## config.mk

```make
export PLATFORM = sky130hd
export DESIGN_NAME = vec_addsub_wb_merge
export DESIGN_NICKNAME = d
export VERILOG_FILES = /design/src/rtl/vec_wb_pkg.sv /design/src/rtl/vec_skid_buf.sv /design/src/rtl/vec_addsub_wb_merge.sv
export SDC_FILE = /design/constraint.sdc
export NUM_CORES = 2
export LEC_CHECK = 0
export CORE_AREA = 2 2 659 661
export CTS_CLUSTER_SIZE = 24
export DETAILED_ROUTE_END_ITERATION = 7
export DIE_AREA = 0 0 661 663
export PLACE_DENSITY = 0.37
export SYNTH_ARGS = -nofsm -noshare
export SYNTH_HDL_FRONTEND = slang
export SYNTH_SLANG_ARGS = --single-unit
```

## constraint.sdc

```tcl
create_clock -name clk -period 2.29 [get_ports clk]
set_clock_uncertainty 0.2 [all_clocks]
set_input_delay 0.3435 -clock clk [delete_from_list [all_inputs] [get_ports clk]]
set_output_delay 0.3435 -clock clk [all_outputs]
set_load 0.05 [all_outputs]
```

## src/rtl/vec_wb_pkg.sv

```systemverilog
// vec_wb_pkg: shared width default, element-width and skid-buffer state types
package vec_wb_pkg;
  localparam int WIDTH_DEF = 512;
  localparam int ELEM_MAX = WIDTH_DEF / 8;
  typedef enum logic [1:0] {SEW8, SEW16, SEW32} sew_e;
  typedef enum logic [1:0] {EMPTY, ONE, FULL} buf_state_e;
endpackage

```

## src/rtl/vec_skid_buf.sv

```systemverilog
// vec_skid_buf: 2-entry in-order skid buffer with registered head output
module vec_skid_buf
  import vec_wb_pkg::*;
#(
  parameter int DW = 8
) (
  input  logic          clk,
  input  logic          rst_n,
  input  logic          in_valid,
  output logic          in_ready,
  input  logic [DW-1:0] din,
  output logic          out_valid,
  input  logic          out_ready,
  output logic [DW-1:0] dout
);
  buf_state_e state, nxt;
  logic [DW-1:0] e1;
  logic push, pop;
  assign in_ready = state != FULL;
  assign out_valid = state != EMPTY;
  assign push = in_valid & in_ready;
  assign pop = out_valid & out_ready;
  always_comb begin
    nxt = state;
    nxt = (state == EMPTY) ? (push ? ONE : EMPTY)
        : (state == ONE) ? ((push == pop) ? ONE : push ? FULL : EMPTY)
        : (pop ? ONE : FULL);
  end
  always_ff @(posedge clk or negedge rst_n)
    if (!rst_n) state <= EMPTY;
    else state <= nxt;
  // dout is the head entry; e1 only holds the second beat while FULL
  always_ff @(posedge clk or negedge rst_n)
    if (!rst_n) begin
      dout <= '0;
      e1 <= '0;
    end else begin
      if ((state == EMPTY && push) || (state == ONE && push && pop)) dout <= din;
      else if (state == FULL && pop) dout <= e1;
      if (state == ONE && push && !pop) e1 <= din;
    end
endmodule

```

## src/rtl/vec_addsub_wb_merge.sv

```systemverilog
// vec_addsub_wb_merge: mask/tail merge of adder results into a skid-buffered writeback beat
module vec_addsub_wb_merge
  import vec_wb_pkg::*;
#(
  parameter int WIDTH = WIDTH_DEF
) (
  input  logic                         clk,
  input  logic                         rst_n,
  input  logic                         in_valid,
  output logic                         in_ready,
  input  logic [WIDTH-1:0]             sum_i,
  input  logic [WIDTH-1:0]             old_vd_i,
  input  logic [WIDTH/8-1:0]           mask_i,
  input  logic                         vm_i,
  input  logic [$clog2(WIDTH/8):0]     vl_i,
  input  logic                         sew_16_32,
  input  logic                         sew_32,
  input  logic                         vta_i,
  input  logic                         vma_i,
  output logic                         out_valid,
  input  logic                         out_ready,
  output logic [WIDTH-1:0]             result_o,
  output logic [WIDTH/8-1:0]           be_o
);
  localparam int NB = WIDTH / 8;
  localparam int VW = $clog2(NB) + 1;
  sew_e sew;
  logic [1:0] sh;
  logic [VW-1:0] vlmax, vl_eff;
  logic [WIDTH-1:0] res_d;
  logic [NB-1:0] be_d;
  logic [WIDTH+NB-1:0] dout;
  always_comb begin
    sew = sew_32 ? SEW32 : sew_16_32 ? SEW16 : SEW8;
    sh = 2'(sew);
    vlmax = VW'(NB) >> sh;
    vl_eff = (vl_i > vlmax) ? vlmax : vl_i;
  end
  // each byte resolves its element index by shifting its byte lane by log2(element bytes)
  for (genvar g = 0; g < NB; g++) begin : g_byte
    logic [VW-1:0] idx;
    logic body, act;
    assign idx = VW'(g) >> sh;
    assign body = idx < vl_eff;
    assign act = body & (vm_i | mask_i[idx[VW-2:0]]);
    assign be_d[g] = act;
    assign res_d[8*g +: 8] = act ? sum_i[8*g +: 8]
                           : ((body ? vma_i : vta_i) ? 8'hFF : old_vd_i[8*g +: 8]);
  end
  vec_skid_buf #(.DW(WIDTH + NB)) u_buf (
    .clk(clk),
    .rst_n(rst_n),
    .in_valid(in_valid),
    .in_ready(in_ready),
    .din({res_d, be_d}),
    .out_valid(out_valid),
    .out_ready(out_ready),
    .dout(dout)
  );
  assign {result_o, be_o} = dout;
endmodule

```

After elaboration in Yosys (flattened, before gate mapping)
Index checks and enable logic that the tools add are counted.
- output and inout port bits: 578
- word-level logic and storage cells: 672
- input port bits: 1104
- register bits: 1154
- reduce and logical (&&, ||, !) cells: 10
- eq/ne operators: 4
- bitwise operators: 130
- magnitude comparators: 129
- muxes and demuxes: 331
- shift operators: 65
- operators with widths (operator ; count):
    $mux W576 ; 2
    $mux W8 ; 128
    $lt A6 B7 Y1 const B ; 64
    $lt A7 B7 Y1 ; 64
    $bmux W1 S6 ; 64
    $shr A6 B2 Y7 const A ; 32
    $mux W1 ; 130
    $shr A5 B2 Y7 const A ; 16
    $and A1 B1 Y1 ; 66
    $or A1 B1 Y1 ; 64
    $shr A4 B2 Y7 const A ; 8
    $shr A3 B2 Y7 const A ; 4
    $shr A1 B2 Y7 const A ; 2
    $shr A2 B2 Y7 const A ; 2
    $mux W2 ; 6
    $gt A7 B7 Y1 ; 1
    $mux W7 ; 1
    $shr A7 B2 Y7 const A ; 1
    $logic_and A1 B1 Y1 ; 5
    $reduce_bool A2 Y1 ; 2
    $eq A2 B1 Y1 const B ; 1
    $eq A2 B2 Y1 const B ; 1
    $logic_not A2 Y1 ; 1
    $ne A2 B2 Y1 const B ; 1
    other kinds (3) ; 3

Depth between registers and ports, before layout
- depth in word-level cells: 10
- gate-level depth with buffers: 20
- gate-level depth less buffers: 15

Modules after synthesis
From an unflattened synthesis, not the netlist that was laid out.
- cell total of the unflattened synthesis: 4472
- area, all modules: 62334.8 µm²
- by module, submodules not included (module ; cells an instance ; area an instance (µm²) ; times used):
    vec_skid_buf ; 3088 ; 52351.5 ; 1
    vec_addsub_wb_merge ; 1384 ; 9983.3 ; 1

Least setup slack after synthesis
OpenSTA, ideal clock, no wires.
- path kind: in2reg
- from: input port sew_32
- to: register u_buf.e1[472]
- arrival time: 4211 ps
- stages: 19
- library setup time: 123 ps
- slack: -2243 ps
- path buffers: 4
- data required time: 1967 ps
- cells stage by stage: clkbuf_1 inv_1 clkbuf_1 ha_1 o21ai_1 a2bb2oi_4 buf_6 nand2_1 nor2_1 a21oi_1 ha_1 nor2b_1 mux2_2 nand3_2 o211ai_1 mux2_2 or2_2 buf_2 o221a_2
- word-level cells in the longest chain between the ends: 8
- RTL lines (item ; RTL line ; RTL):
    start: declaration ; vec_addsub_wb_merge.sv:17 ; input logic sew_32,
    $mux W2 (*) ; vec_addsub_wb_merge.sv:34 ; sew = sew_32 ? SEW32 : sew_16_32 ? SEW16 : SEW8;
    $shr A7 B2 Y7 ; vec_addsub_wb_merge.sv:36 ; vlmax = VW'(NB) >> sh;
    $gt A7 B7 Y1 ; vec_addsub_wb_merge.sv:37 ; vl_eff = (vl_i > vlmax) ? vlmax : vl_i;
    $mux W7 ; vec_addsub_wb_merge.sv:37 ;
    $lt A7 B7 Y1 ; vec_addsub_wb_merge.sv:44 ; assign body = idx < vl_eff;
    $mux W1 ; vec_addsub_wb_merge.sv:48 ; : ((body ? vma_i : vta_i) ? 8'hFF : old_vd_i[8*g +: 8]);
    $mux W8 ; vec_addsub_wb_merge.sv:48 ;
    $mux W8 (*) ; vec_addsub_wb_merge.sv:47 ; assign res_d[8*g +: 8] = act ? sum_i[8*g +: 8]
    end signal: assignment ; vec_skid_buf.sv:40 ; if (state == ONE && push && !pop) e1 <= din;
    end: declaration ; vec_skid_buf.sv:17 ; logic [DW-1:0] e1;
Mark *: on every way between the ends. The rest lies on a longest branch, timed or not. The select of a mux whose other input is x is not followed.
A chain may end at the register's enable or synchronous reset.

Final worst setup path
- from: input port sew_16_32
- to: register u_buf.dout[560]
- word-level cells in the longest chain between the ends: 10
- RTL lines (item ; RTL line ; RTL):
    start: declaration ; vec_addsub_wb_merge.sv:16 ; input logic sew_16_32,
    $mux W1 (*) ; vec_addsub_wb_merge.sv:34 ;
    $mux W2 (*) ; vec_addsub_wb_merge.sv:34 ;
    $shr A7 B2 Y7 ; vec_addsub_wb_merge.sv:36 ;
    $gt A7 B7 Y1 ; vec_addsub_wb_merge.sv:37 ;
    $mux W7 ; vec_addsub_wb_merge.sv:37 ;
    $lt A7 B7 Y1 ; vec_addsub_wb_merge.sv:44 ;
    $mux W1 ; vec_addsub_wb_merge.sv:48 ;
    $mux W8 ; vec_addsub_wb_merge.sv:48 ;
    $mux W8 (*) ; vec_addsub_wb_merge.sv:47 ;
    $mux W576 (*) ; vec_skid_buf.sv:38 ; if ((state == EMPTY && push) || (state == ONE && push && pop)) dout <= din;
    end signal: assignment ; vec_skid_buf.sv:38 ;
    end: declaration ; vec_skid_buf.sv:14 ; output logic [DW-1:0] dout
Marked as above.

==> metrics.csv <==
stage;metric;value;unit
grt;largest net degree at the start of global routing;101;
setup_path;crit path max-delay cell type;o41a_1;
pwr;part of the power in registers;28.8;%
die;starting density of the core;12.25;%
pwr;combinational share of power;51.3;%
run_status;outcome;complete, but fails checks;
timing;Slew Limit Headroom;31.93;%
setup_path;CP cell instances;buf_8 -> or2_4 -> ha_4 -> nand4_1 -> or2_4 -> nand2_8 -> nor2_4 -> a21oi_4 -> ha_4 -> and2_4 -> mux2i_4 -> buf_6 -> buf_6 -> a2111oi_4 -> buf_4 -> buf_6 -> o41a_1 -> mux2i_4 -> buf_12 -> o22ai_4 -> o21ai_2;
timing;Total Neg Setup Slack;-955.64;ns
clock_tree;Clock Sinks;1154;
min_path;Hold Path Sink;u_buf.e1[350];
clock_tree;clk buf depth;4;
setup_path;CP required;2.84;ns
die;row cnt;242;
route;Total Routed Length;455.3;mm
min_path;worst hold-check path type;input port to flip-flop;
clock_tree;Clock transition at path regs;0.06;ns
place;gp weighted congestion;0.9113;
timing;Final WS setup;-1.082;ns
final_layout;Final Util;23.04;%
die;Die Ht;663;um
place;placed cells;13260;
logic_synthesis;ys async rst share;100.0;%
route;router iterations before antenna repair;7;
die;Ports;1682;
setup_path;critical path class;input port to flip-flop;
clock_tree;level count of the clock H-tree;4;
timing;fin. max-slew vios;0;
die;full die area;438200;sq um
pwr;switching power;60.68;mW
min_path;WHS Path Cells;3;
pwr;IR drop worst, VDD;576.1;uV
min_path;worst hold start;sum_i[286];
final_layout;most common cell after layout, fill and taps aside;clkdlybuf4s50_1;
pwr;clock power share;19.9;%
grt;GRT overflow;0;
grt;number of global-route vias before repair;61680;
place;detailed placer's ending HPWL;376.6;mm
setup_path;crit path DAT;3.92;ns
final_layout;share of cells above drive strength 1;21.14;%
route;via-per-instance ratio;4.225;
setup_path;Worst R2R End;u_buf.dout[254];
setup_path;Setup crit end kind;flip-flop;
pwr;design internal power;68.92;mW
die;Die Span X;661;um
timing;post-layout min period;3.372;ns
grt;initial antenna violation count;387;
logic_synthesis;syn_area_per_cell;9.688;sq um
setup_path;CP max FO;8;
setup_path;CP startpoint kind;input port;
setup_path;CP Launch Point;sew_16_32;
final_layout;Final nets;9611;
clock_tree;CTS tree;yes;
timing;Fin. Hold Viols;0;
pwr;PD cells;1302;nW/um^2
pwr;Leak Pwr;40.31;nW
final_layout;commonest cells after routing, fill and taps aside;1386 x clkdlybuf4s50_1, 1154 x dfrtp_1, 877 x buf_4;
logic_synthesis;Seq/Total Area, Yosys;54.57;%
grt;first-pass GRT wire length;590.2;mm
timing;Least-Margin Pin Slew;1.018;ns
grt;overall global routing resource usage;19.92;%
route;DRC viols;0;
route;wire per inst;31.49;um
route;Iter 0 DRT Violations;4804;
setup_path;R2R cell count;9;
setup_path;most used cell, CP;buf_6;
logic_synthesis;Synth Cell Area;52920;sq um
logic_synthesis;synthesized flop and latch total;1154;
route;routed via count;61090;
setup_path;register-to-register setup slack;-0.13;ns
route;antenna-violating nets left;0;
clock_tree;Num CTS Buffers;157;
logic_synthesis;EDFF count, synth;0;
timing;RSZ-0062 raised after global routing;yes;
logic_synthesis;Main synth FF type;dfrtp_1;
clock_tree;CTS root buf;clkbuf_16;
final_layout;post-route insts no fill;14460;
logic_synthesis;Mapped Cells;5462;
die;Core ar.;432100;sq um
pwr;Net Sw Frac;46.82;%
run_status;violated checks;negative setup slack;
timing;f_max;296.5;MHz
run;number of max-cap violations;0;
clock_tree;Clock Latency Late Sink;0.90;ns
logic_synthesis;yosys warns;0;
timing;Final setup viols;1449;
setup_path;FF-to-FF Start;u_buf.state[0];
place;port buffer count;1681;
setup_path;CP peak stage delay;0.49;ns
final_layout;synthesis-to-layout area growth;88.10;%
logic_synthesis;Yosys cell types;77;
timing;final worst path period share;147.3;%
## stage by stage
step	cell area, sq um	hold slack (ns)	total power [mW]	setup slack, ns
floorplan	53470	-0.1521	69.99	-1.808
global placement	83800	0.1252	100.4	-2.522
detailed placement	83800	0.1275	101.3	-2.531
CTS	97580	0.00009937	129.9	-1.025
global route	99380	0.01672	135.8	-1.167
finish	99540	0.02289	129.6	-1.082
## cells in the mapped netlist, drive strengths merged (21+ instances only)
cell type | count | area, sq um
o221ai | 21 | 190.2
mux2i | 51 | 606.8
inv | 74 | 277.8
nor3 | 166 | 835.8
a211oi | 26 | 220.2
dfrtp | 1154 | 28880
nand2 | 553 | 2076
nand2b | 51 | 319.1
a22oi | 568 | 4264
a221oi | 26 | 227.7
a21oi | 171 | 863.3
o31ai | 161 | 1214
ha | 40 | 500.5
o22ai | 364 | 2277
o21ai | 975 | 4883
clkbuf | 382 | 1434
nor2 | 379 | 1428
buf | 36 | 195.2
o221a | 31 | 349.1
a21o | 36 | 270.3
## layer usage
metal | track usage (%) | share of wire (%)
met5 | 0 | 0.17
met4 | 7.572 | 4.5
met3 | 5.226 | 7.6
met2 | 34.59 | 49
met1 | 23.31 | 39
## flip-flops by register name (all words and copies together) (netlist names)
name,count
u_buf.state,2
u_buf.e1,576
u_buf.dout,576
## layout make-up
class | count | area [sq um]
Antenna cell | 140 | 350.3
Clock buffer | 223 | 4581
Clock inverter | 54 | 680.7
Fill cell | 46820 | 332500
Inverter | 76 | 287.8
Multi-Input combinational cell | 3820 | 24920
Sequential cell | 1154 | 28880
Tap cell | 5734 | 7174
Timing Repair Buffer | 3258 | 32670
## kinds of logic after synthesis
logic type | synth area share, %
mux | 1.530
other cells | 0.01419
fa+ha+maj | 0.9458
xor+xnor | 0.04966
simple gates | 9.675
flops | 54.57
compound gates | 29.60
buf+inv | 3.618
## power groups by stage
stage,Clock [mW],Sequential (mW),Combinational (mW)
2_1_floorplan,0,53.3,16.7
3_3_place_gp,0,37.1,63.3
3_5_place_dp,0,37.4,63.9
4_1_cts,26.5,37.2,66.2
5_1_grt,27.3,38.4,70.1
6_report,25.8,37.3,66.5
## what timing repair did
item,4_1_cts,5_1_grt
resized for setup,270,318
pin swaps,47,128
hold buffers,732,0
setup buffers,27,28
setup endpoints to repair,1450,1450
gates cloned,3,3
endpoints found under the hold margin,1966,0
## critical path, delay by kind of cell
| family | cells | cell delay [ns] |
|---|---|---|
| AO/OA/AOI/OAI | 5 | 0.87 |
| AND/OR/NAND/NOR | 6 | 0.98 |
| adder cells (fa/ha/maj) | 2 | 0.51 |
| buffers and inverters | 6 | 0.79 |
| multiplexers | 2 | 0.40 |
## how the worst max path moves through the flow
stage | endpoint | slack, ns | cells after the start
3_3_place_gp | u_buf.dout[560] | -2.52 | 16
4_1_cts | u_buf.dout[533] | -1.02 | 22
5_1_grt | u_buf.e1[466] | -1.17 | 18
3_5_place_dp | u_buf.dout[228] | -2.53 | 14
2_1_floorplan | u_buf.e1[456] | -1.81 | 18
6_report | u_buf.dout[560] | -1.08 | 21
Power figures use the tool's default switching activity.
